--- config.mk ---
export PLATFORM = sky130hd
export DESIGN_NAME = serial_addsub
export DESIGN_NICKNAME = d
export VERILOG_FILES = /design/src/rtl/serial_addsub.sv
export SDC_FILE = /design/constraint.sdc
export NUM_CORES = 1
export LEC_CHECK = 0
export BUFFER_PORTS_ARGS = -buffer_cell sky130_fd_sc_hd__buf_2
export CAP_MARGIN = 20
export CORE_ASPECT_RATIO = 1.25
export CORE_UTILIZATION = 31
export DETAILED_ROUTE_END_ITERATION = 8
export PLACE_DENSITY = 0.58
export SETUP_SLACK_MARGIN = 0.02
export SKIP_LAST_GASP = 1
export SYNTH_ARGS = -nofsm -noshare
export SYNTH_HDL_FRONTEND = slang
export SYNTH_SLANG_ARGS = --single-unit
--- constraint.sdc ---
create_clock -name i_clk -period 1.4 [get_ports i_clk]
set_input_delay 0.35 -clock i_clk [delete_from_list [all_inputs] [get_ports i_clk]]
set_output_delay 0.35 -clock i_clk [all_outputs]
set_load 0.03 [all_outputs]
--- src/rtl/serial_addsub.sv ---
// Bit-serial adder/subtractor: one full-adder cell and a carry flop, LSB first.
// Operands are captured on an accepted start; results appear WIDTH clocks later with a done strobe.
module serial_addsub #(
  parameter int WIDTH = 8
) (
  input  logic             i_clk,
  input  logic             i_rst,
  input  logic             i_start,
  input  logic             i_sub,
  input  logic [WIDTH-1:0] i_a,
  input  logic [WIDTH-1:0] i_b,
  output logic             o_busy,
  output logic             o_done,
  output logic [WIDTH-1:0] o_sum,
  output logic             o_cout,
  output logic             o_overflow,
  output logic [1:0]       o_state
);

  localparam int CW = (WIDTH > 2) ? $clog2(WIDTH) : 1;

  typedef enum logic [1:0] {
    S_IDLE = 2'd0,
    S_RUN  = 2'd1,
    S_DONE = 2'd2
  } state_t;

  state_t           r_state;
  logic [WIDTH-1:0] r_opa;
  logic [WIDTH-1:0] r_opb;
  logic [WIDTH-1:0] r_res;
  logic             r_carry;
  logic [CW-1:0]    r_cnt;
  logic             r_busy;
  logic             r_done;
  logic [WIDTH-1:0] r_sum;
  logic             r_cout;
  logic             r_ovf;

  logic w_s;
  logic w_c;
  logic w_last;

  // Handshake: i_start is a request honoured only while not busy (IDLE or DONE);
  // o_done is a one-cycle strobe, after which o_sum/o_cout/o_overflow stay valid
  // until the next completed operation.
  assign w_s    = r_opa[0] ^ r_opb[0] ^ r_carry;
  assign w_c    = (r_opa[0] & r_opb[0]) | (r_opa[0] & r_carry) | (r_opb[0] & r_carry);
  assign w_last = (r_cnt == CW'(WIDTH - 1));

  always_ff @(posedge i_clk) begin
    if (i_rst) begin
      r_state <= S_IDLE;
      r_opa   <= '0;
      r_opb   <= '0;
      r_res   <= '0;
      r_carry <= 1'b0;
      r_cnt   <= '0;
      r_busy  <= 1'b0;
      r_done  <= 1'b0;
      r_sum   <= '0;
      r_cout  <= 1'b0;
      r_ovf   <= 1'b0;
    end else begin
      r_done <= 1'b0;
      case (r_state)
        S_IDLE, S_DONE: begin
          if (i_start) begin
            // Subtraction is a + ~b + 1: invert B and seed the carry with 1.
            r_opa   <= i_a;
            r_opb   <= i_sub ? ~i_b : i_b;
            r_carry <= i_sub;
            r_cnt   <= '0;
            r_busy  <= 1'b1;
            r_state <= S_RUN;
          end else begin
            r_busy  <= 1'b0;
            r_state <= S_IDLE;
          end
        end
        S_RUN: begin
          r_opa   <= r_opa >> 1;
          r_opb   <= r_opb >> 1;
          r_res   <= {w_s, r_res[WIDTH-1:1]};
          r_carry <= w_c;
          r_cnt   <= r_cnt + 1'b1;
          if (w_last) begin
            // r_carry here is the carry into the MSB cell.
            r_sum   <= {w_s, r_res[WIDTH-1:1]};
            r_cout  <= w_c;
            r_ovf   <= r_carry ^ w_c;
            r_busy  <= 1'b0;
            r_done  <= 1'b1;
            r_state <= S_DONE;
          end
        end
        default: begin
          r_busy  <= 1'b0;
          r_state <= S_IDLE;
        end
      endcase
    end
  end

  assign o_busy     = r_busy;
  assign o_done     = r_done;
  assign o_sum      = r_sum;
  assign o_cout     = r_cout;
  assign o_overflow = r_ovf;
  assign o_state    = r_state;

endmodule
==> flow_metrics.tcl, run 1 <==
set metrics [dict create \
    status "complete, no violations" \
    cp.buffers_inverters 2 \
    wl_mm 3.620 \
    initial_utilization 0.3311 \
    synth_edf_count 0 \
    max_freq_ghz 0.7775 \
    ys_top_cells_by_area "dfxtp_1, a21oi_1, a22oi_2" \
    p_sw_mw 0.5860 \
    fillCellCount 540 \
    multi_input_area_um2 798.3 \
    synth_top_area_cell "dfxtp_1" \
    final_antenna_net_count 0 \
    hold_viol 0 \
    max-vdd-ir-drop_mv 0.4701 \
    critPathSlowestCell "dfxtp_1" \
    worstSetupPathType "reg -> out" \
    port_buffers 33 \
    fin_crit_ns 1.286 \
    pre_cts_slack_ns 0.08334 \
    cts_setup_buffers 0 \
    worstHoldStart "i_a[7]" \
    place_congestion 0.6999 \
    core_um2 5189 \
    tns_ns 0 \
    drt-vias-per-instance 4.947 \
    die_h_um 85.23 \
    cts.sink_count 40 \
    htree_num_levels 2 \
    ys_ff_latch 40 \
    slew_viol_final 0 \
    synthCells 190 \
    clk_latency_ns 0.29 \
    pwr-share-comb 0.118 \
    root_buffer "clkbuf_8" \
    grt_pass1_wl_mm 5.754 \
    wl_per_cell_um 12.70 \
    crit_required_ns 1.05 \
    grtUsageTotal 0.1321 \
    rows 29 \
    mappedNetlistArea_um2 1718 \
    cts_buffers 5 \
    arrival_ns 0.94 \
    cts-hold-fix-buffers 0 \
    async_flop_share 0 \
    drc 0 \
    p_int_mw 2.022 \
    synth.net_count 213 \
    ys_seq_area_frac 0.4661 \
    fin_ws_ns 0.1138 \
    area_delta_synth_final_pct 22.80 \
    grt_start_max_net_pins 29 \
    power_mw 2.608 \
    hold_class "in -> reg" \
    crit_path_max_incr_delay_ns 0.33 \
    synth.avg_cell_area_um2 9.042 \
    mostFrequentLayoutCell "dfxtp_1" \
    io_pins 34 \
    regArea_um2 802.0 \
    startpoint_type "register" \
    drt-initial-drc-count 72 \
    fin_worst_skew_ns 0.007294 \
    final_cell_mix "dfxtp_1, a21oi_1, nand2_1" \
    cp-end-kind "output pin" \
    cts.repair.resized 0 \
    holdWs_ns 0.2925 \
    p_per_area_nw_per_um2 1236 \
    dr.pass1.iters 4 \
    yosys_warnings 0 \
    r2r_start "r_cnt[0]" \
    finalCritPeriodShare 0.9187 \
    ys_types 23 \
    power_leakage_nw 0.8219 \
    cp_cell_sequence "buf_4, buf_2" \
    power_frac_clock 0.416 \
    finalSetupViolations 0 \
    drive_gt1_frac 0.2870 \
    vias 1410 \
    synth_top_area_share 0.4661 \
    die_w_um 68.58 \
    cts_tree "yes" \
    startpoint "o_state[1]" \
    dp_hpwl_mm 2.342 \
    clk_pin_slew_worst_paths_ns 0.08 \
    tightest_slew_ns 0.2648 \
    ys.flop_type "dfxtp_1" \
    fin_nets 246 \
    antenna_found_initial 0 \
    p_seq_frac 0.467 \
    grt_pass1_vias 1313 \
    rsz0062_at_grt "no" \
    switching_share 0.2247 \
    slew_headroom 0.8235 \
    grt_overflow_total 0 \
    cp_max_fo 5 \
    cap_violations 0 \
    n_antenna_cell 0 \
    fin_util 0.4066 \
    cts_buffer_depth 2 \
    dieArea_um2 5845 \
    crit_family "flip-flops" \
]
area by class of cell:
class / instances / area share
Clock buffer: 5 / 0.03262
Clock inverter: 2 / 0.02847
Multi-Input combinational cell: 133 / 0.3784
Sequential cell: 40 / 0.3802
Tap cell: 62 / 0.03677
Timing Repair Buffer: 43 / 0.1435
worst reg2reg max path: cells and delay by family (launching register included):
| family | cells | cell delay (ns) |
|---|---|---|
| AO/OA/AOI/OAI | 1 | 0.19 |
| adder cells (fa/ha/maj) | 2 | 0.36 |
| flip-flops | 1 | 0.35 |
| AND/OR/NAND/NOR | 2 | 0.32 |
power by group through the flow:
stage | logic [mW] | registers, mW | clock network (mW)
after global routing | 0.340 | 1.22 | 1.15
after detailed placement | 0.310 | 1.24 | 0
after floorplan | 0.222 | 1.24 | 0
final | 0.307 | 1.22 | 1.08
after global placement | 0.309 | 1.24 | 0
after CTS | 0.311 | 1.21 | 1.12
worst paths after layout:
kind	to	slack [ns]	depth (start not counted)
worst min register to register	o_sum[4]	0.45	2
worst max register to register	o_overflow	0.11	5
worst max-delay path	o_state[1]	0.11	2
worst min-delay path	r_opa[7]	0.29	3
sequential cells by signal (all words and copies together) (netlist names):
| name | count |
|---|---|
| r_res | 7 |
| r_opa | 8 |
| r_opb | 8 |
| o_overflow | 1 |
| o_cout | 1 |
| r_cnt | 3 |
| r_carry | 1 |
| o_done | 1 |
| o_state | 1 |
| o_sum | 8 |
| o_busy | 1 |
kinds of logic after synthesis:
logic type,Yosys count,share of synthesized area
and+or+nand+nor,67,0.1748
AOI/OAI and AO/OA,53,0.2112
DFF,40,0.4661
buffers and inverters,18,0.07575
xor gates and xnor gates,9,0.04589
adders and majority gates,3,0.02622
metal layers:
layer / vias to the layer above / wire length, um / track usage
met4: 0 / 51 / 0.05682
met1: 666 / 1532 / 0.1430
met5: - / 0 / 0
met3: 5 / 136 / 0.03629
met2: 25 / 1899 / 0.2317
li1: 714 / - / -
Yosys cell counts, drive strengths merged, types with 2 or more instances:
| library cell | instances |
|---|---|
| buf | 13 |
| clkbuf | 5 |
| nor2 | 4 |
| a22oi | 15 |
| xor2 | 8 |
| nand3 | 20 |
| dfxtp | 40 |
| ha | 2 |
| nand2 | 36 |
| a21oi | 36 |
| nand2b | 3 |
through the flow:
stage	instances	cell area, um^2
after floorplan	190	1718
after global placement	277	1968
after detailed placement	277	1968
after CTS	284	2097
after global routing	285	2110
final	285	2110
Note: power is estimated with default switching activity, not from simulation.
==> inputs of run 2 (changes only) <==
--- a/config.mk
+++ b/config.mk
@@ -8,9 +8,9 @@
 export BUFFER_PORTS_ARGS = -buffer_cell sky130_fd_sc_hd__buf_2
 export CAP_MARGIN = 20
 export CORE_ASPECT_RATIO = 1.25
-export CORE_UTILIZATION = 31
+export CORE_UTILIZATION = 40
 export DETAILED_ROUTE_END_ITERATION = 8
-export PLACE_DENSITY = 0.58
+export PLACE_DENSITY = 0.69
 export SETUP_SLACK_MARGIN = 0.02
 export SKIP_LAST_GASP = 1
 export SYNTH_ARGS = -nofsm -noshare
==> run 2 against run 1 <==
Clock power down 29%. Via count about the same. Die area down 22%. Sequential share of layout area up 1.2 points. Final area down 3.0%. Sequential power about the same. Final cell count down 2.1%. Sequential cell count unchanged. Critical path depth up 3. Worst hold slack better by 0.0091 ns. Core utilization up 9.3 points. Highest routed layer unchanged.
==> flow_metrics.tcl, run 2 (same netlist as run 1, synthesis figures left out) <==
set metrics [dict create \
    cp-end-kind "register" \
    startpoint_type "register" \
    cts_setup_buffers 0 \
    p_sw_mw 0.5746 \
    hold_depth 3 \
    drc 0 \
    root_buffer "clkbuf_8" \
    drt-initial-drc-count 88 \
    tightest_slew_ns 0.2759 \
    dr.pass1.iters 4 \
    initial_utilization 0.4191 \
    final_antenna_net_count 0 \
    power_leakage_nw 0.7969 \
    cts_buffer_depth 2 \
    hold_class "in -> reg" \
    p_int_mw 1.709 \
    slew_viol_final 0 \
    fin_crit_ns 1.310 \
    grt_pass1_wl_mm 5.651 \
    fin_worst_skew_ns 0.004030 \
    htree_num_levels 2 \
    core_um2 4099 \
    area_delta_synth_final_pct 19.08 \
    wl_per_cell_um 12.02 \
    design_area_um2 2046 \
    r2r_start "r_cnt[0]" \
    dpl_cell_area_um2 1941 \
    fin_nets 245 \
    worstHoldStart "i_a[7]" \
    critPathSlowestCell "dfxtp_1" \
    cts.sink_count 40 \
    grt_start_max_net_pins 41 \
    worstSetupPathType "reg -> reg" \
    mostFrequentLayoutCell "dfxtp_1" \
    grtUsageTotal 0.1669 \
    cp_max_fo 6 \
    io_pins 34 \
    pwr-share-comb 0.131 \
    p_seq_frac 0.533 \
    drt-vias-per-instance 5.057 \
    vias 1411 \
    grt_overflow_total 0 \
    place_congestion 0.7208 \
    clk_latency_ns 0.29 \
    cts-hold-fix-buffers 0 \
    port_buffers 33 \
    rows 26 \
    switching_share 0.2516 \
    reg2reg_depth 5 \
    crit_path_max_incr_delay_ns 0.35 \
    cts.repair.resized 0 \
    antenna_found_initial 0 \
    tns_ns 0 \
    cp_cell_sequence "ha_1, ha_2, and3b_2, nor2_1, a211oi_1" \
    status "complete, no violations" \
    reg2reg_to "o_overflow" \
    drive_gt1_frac 0.2870 \
    p_per_area_nw_per_um2 1116 \
    holdWs_ns 0.3016 \
    die_h_um 75.27 \
    arrival_ns 1.52 \
    wl_mm 3.354 \
    hold_end "r_opa[7]" \
    clk_pin_slew_worst_paths_ns 0.07 \
    rsz0062_at_grt "yes" \
    grt_pass1_vias 1342 \
    max_freq_ghz 0.7634 \
    dieArea_um2 4562 \
    fin_util 0.4991 \
    hold_viol 0 \
    slew_headroom 0.8157 \
    finalCritPeriodShare 0.9356 \
    power_frac_clock 0.337 \
    crit_required_ns 1.61 \
    n_antenna_cell 0 \
    cts_buffers 5 \
    cap_violations 0 \
    die_w_um 60.62 \
    finalSetupViolations 0 \
    max-vdd-ir-drop_mv 0.5040 \
    final_cell_mix "dfxtp_1, a21oi_1, nand2_1" \
    cts_tree "yes" \
    ff2ff_setup_slack_ns 0.09 \
]
[run 2: worst max-delay path by stage]
stage / startpoint / endpoint / slack (ns) / cells past startpoint
finish: r_cnt[0] / o_overflow / 0.09 / 5
global route: r_cnt[0] / o_overflow / -0.006 / 5
CTS: o_busy / o_busy / 0.05 / 1
detailed placement: r_cnt[0] / o_overflow / 0.09 / 5
global placement: r_cnt[0] / o_overflow / 0.14 / 5
floorplan: o_state[1] / r_opa[1] / 0.05 / 5
[run 2: critical path: cells and delay by family (launching register included)]
family	cells	cell delay (ns)
DFF	1	0.35
AOI/OAI and AO/OA	1	0.19
adders and majority gates	2	0.37
and+or+nand+nor	2	0.32
[run 2: cell type report]
cell class	count	area, um^2
tap	56	70.07
sequential	40	802.0
timing repair buffer	42	282.8
clock inverter	2	10.01
multi-input combinational	133	798.3
fill	443	2053
clock buffer	6	82.58
[run 2: layer usage]
layer	routed length [um]	up-vias	track usage
li1	-	713	-
met1	1415	657	0.1753
met2	1757	36	0.3077
met3	140	5	0.05155
met4	41	0	0.06061
met5	0	-	0
[run 2: metrics by stage]
step           power [mW]  instances  worst slack, ns
4_1_cts             2.314        278          0.04699
3_3_place_gp        1.537        270           0.1368
2_1_floorplan       1.462        190          0.04554
5_1_grt             2.407        279        -0.005810
6_report            2.284        279          0.09014
3_5_place_dp        1.544        270          0.09114
[run 2: power groups by stage]
stage               clock [mW]  combinational, mW  sequential (mW)
finish                   0.769              0.298             1.22
global route             0.854              0.330             1.22
CTS                      0.797              0.302             1.22
detailed placement           0              0.302             1.24
global placement             0              0.298             1.24
floorplan                    0              0.222             1.24
==> inputs of run 3 (changes only) <==
--- a/config.mk
+++ b/config.mk
@@ -5,10 +5,12 @@
 export SDC_FILE = /design/constraint.sdc
 export NUM_CORES = 1
 export LEC_CHECK = 0
+export ABC_AREA = 1
 export BUFFER_PORTS_ARGS = -buffer_cell sky130_fd_sc_hd__buf_2
 export CAP_MARGIN = 20
 export CORE_ASPECT_RATIO = 1.25
 export CORE_UTILIZATION = 40
+export CTS_CLUSTER_SIZE = 16
 export DETAILED_ROUTE_END_ITERATION = 8
 export PLACE_DENSITY = 0.69
 export SETUP_SLACK_MARGIN = 0.02
==> run 3 against run 2 <==
Combinational power up 13%. Sequential share of layout area down 3.1 points. Final area increased by 8.6%. Critical path depth shrank 4. Via count up 12%. Die area rose by 8.3%. Largest power group is now the clock network. Highest routed layer unchanged.
==> flow_metrics.tcl, run 3 <==
set metrics [dict create \
    grt_pass1_wl_mm 6.299 \
    mostFrequentLayoutCell "nand2_1" \
    crit_family "flip-flops" \
    critPathSlowestCell "dfxtp_2" \
    dp_cells 332 \
    final_cell_mix "nand2_1, dfxtp_1, buf_2" \
    ys_top_cells_by_area "dfxtp_1, nand2_1, inv_1" \
    fin_cells 341 \
    ys_types 24 \
    cts_tree "yes" \
    cts_buffer_depth 2 \
    max-vdd-ir-drop_mv 0.5976 \
    synth_top_family_by_area "simple AND/OR/NAND/NOR gates" \
    synth.net_count 270 \
    vias 1579 \
    drive_gt1_frac 0.2827 \
    grtUsageTotal 0.1635 \
    synthSimpleGateAreaFrac 0.3007 \
    area_delta_synth_final_pct 19.19 \
    drt-initial-drc-count 78 \
    wl_mm 3.745 \
    fin_nets 305 \
    synthXorXnorAreaFrac 0.009396 \
    ys.flop_type "dfxtp_1" \
    yosysMostFrequentCell "nand2_1" \
    crit_path_max_incr_delay_ns 0.45 \
    ys_seq_area_frac 0.4295 \
    tns_ns 0 \
    place_congestion 0.7595 \
    wl_per_cell_um 10.98 \
    synth_edf_count 0 \
    r2r_start "r_cnt[0]" \
    holdWs_ns 0.3116 \
    dp_hpwl_mm 2.634 \
    p_per_area_nw_per_um2 1292 \
    mappedNetlistArea_um2 1864 \
    p_sw_mw 0.6558 \
    startpoint "o_state[1]" \
    finalCritPeriodShare 0.9548 \
    cts_buffers 5 \
    slew_headroom 0.7724 \
    root_buffer "clkbuf_8" \
    io_pins 34 \
    cap_violations 0 \
    htree_num_levels 2 \
    die_w_um 63.06 \
    pre_cts_slack_ns 0.1183 \
    rsz0062_at_grt "no" \
    tightest_slew_ns 0.3405 \
    n_antenna_cell 0 \
    fin_worst_skew_ns 0.009837 \
    core_um2 4425 \
    cts_setup_buffers 0 \
    hold_class "in -> reg" \
    fin_crit_ns 1.337 \
    yosys_warnings 0 \
    fin_util 0.5021 \
    synth_top_area_cell "dfxtp_1" \
    synth-adder-area-share 0.02416 \
    synth_compound_area_frac 0.1154 \
    synthCells 247 \
    rows 27 \
    power_leakage_nw 1.118 \
    dpl_cell_area_um2 2047 \
    hold_viol 0 \
    synth_common_cells "nand2_1, dfxtp_1, inv_1, nand3_1, nor2_1" \
    drt-vias-per-instance 4.630 \
    power_mw 2.871 \
    arrival_ns 0.99 \
    slew_viol_final 0 \
    initial_utilization 0.4213 \
    cts.sink_count 40 \
    cp.buffers_inverters 1 \
    startpoint_type "register" \
    cp-end-kind "output pin" \
    ys_ff_latch 40 \
    synthMuxAreaShare 0 \
    pwr-share-comb 0.117 \
    grt_pass1_vias 1411 \
    worstSetupPathType "reg -> out" \
    fin_ws_ns 0.06321 \
    p_seq_frac 0.431 \
    clk_latency_ns 0.30 \
    synth_top_area_share 0.4295 \
    drc 0 \
    final_antenna_net_count 0 \
    die_h_um 78.33 \
    p_int_mw 2.215 \
    design_area_um2 2222 \
    antenna_found_initial 0 \
    power_frac_clock 0.452 \
    switching_share 0.2284 \
    grt_overflow_total 0 \
    dieArea_um2 4939 \
    status "complete, no violations" \
    grt_start_max_net_pins 27 \
    cp_cell_sequence "buf_2" \
    dr.pass1.iters 4 \
    cp_max_fo 4 \
    worstHoldStart "i_a[7]" \
    clk_pin_slew_worst_paths_ns 0.08 \
    finalSetupViolations 0 \
    synth.avg_cell_area_um2 7.548 \
    async_flop_share 0 \
    max_freq_ghz 0.7481 \
    port_buffers 33 \
    crit_required_ns 1.05 \
]
[run 3: cell count changes after synthesis, moves of 4 or more]
cell	delta
nor2_1	+13
a22oi_1	-4
a21oi_2	+10
clkbuf_1	-4
nand2_2	+10
a22oi_2	-11
xor2_1	-6
inv_1	+31
a21oi_1	-29
o21ai_0	+14
nand2_1	+30
[run 3: final timing paths]
path | to | slack, ns | depth (start not counted)
worst max-delay path | o_state[1] | 0.06 | 1
worst min-delay path | r_opa[7] | 0.31 | 3
worst max register to register | o_sum[1] | 0.12 | 7
worst min register to register | r_cnt[0] | 0.46 | 1
[run 3: power by group through the flow]
stage / Combinational (mW) / Sequential [mW] / Clock [mW]
floorplan: 0.266 / 1.26 / 0
global placement: 0.323 / 1.26 / 0
detailed placement: 0.327 / 1.26 / 0
CTS: 0.328 / 1.24 / 1.32
global route: 0.383 / 1.24 / 1.37
finish: 0.337 / 1.24 / 1.30
[run 3: kinds of logic (layout without fill, tap and decap cells)]
kind of cell / after synthesis / in the layout
and+or+nand+nor: 122 / 123
buffers and inverters: 46 / 81
DFF: 40 / 40
AOI/OAI and AO/OA: 34 / 34
adders and majority gates: 3 / 3
xor gates and xnor gates: 2 / 2
[run 3: what timing repair did]
action	in CTS	in global routing
pin swaps	0	2
resized for setup	1	2
endpoints found under the setup margin	1	14
cloned	0	1
hold buffers	0	0
[run 3: metal layers]
metal  vias to the layer above  part of all wire  track usage
met5                         -                 0            0
met4                         0             0.030       0.1070
met3                        11             0.035      0.03634
met2                        35              0.47       0.2645
met1                       701              0.47       0.1924
li1                        832                 -            -
[run 3: layout make-up]
class | count | area [um^2]
sequential | 40 | 803.3
clock inverter | 3 | 90.09
timing repair buffer | 38 | 202.7
multi-input combinational | 162 | 852.1
fill | 458 | 2203
inverter | 35 | 132.6
clock buffer | 5 | 68.82
tap | 58 | 72.57
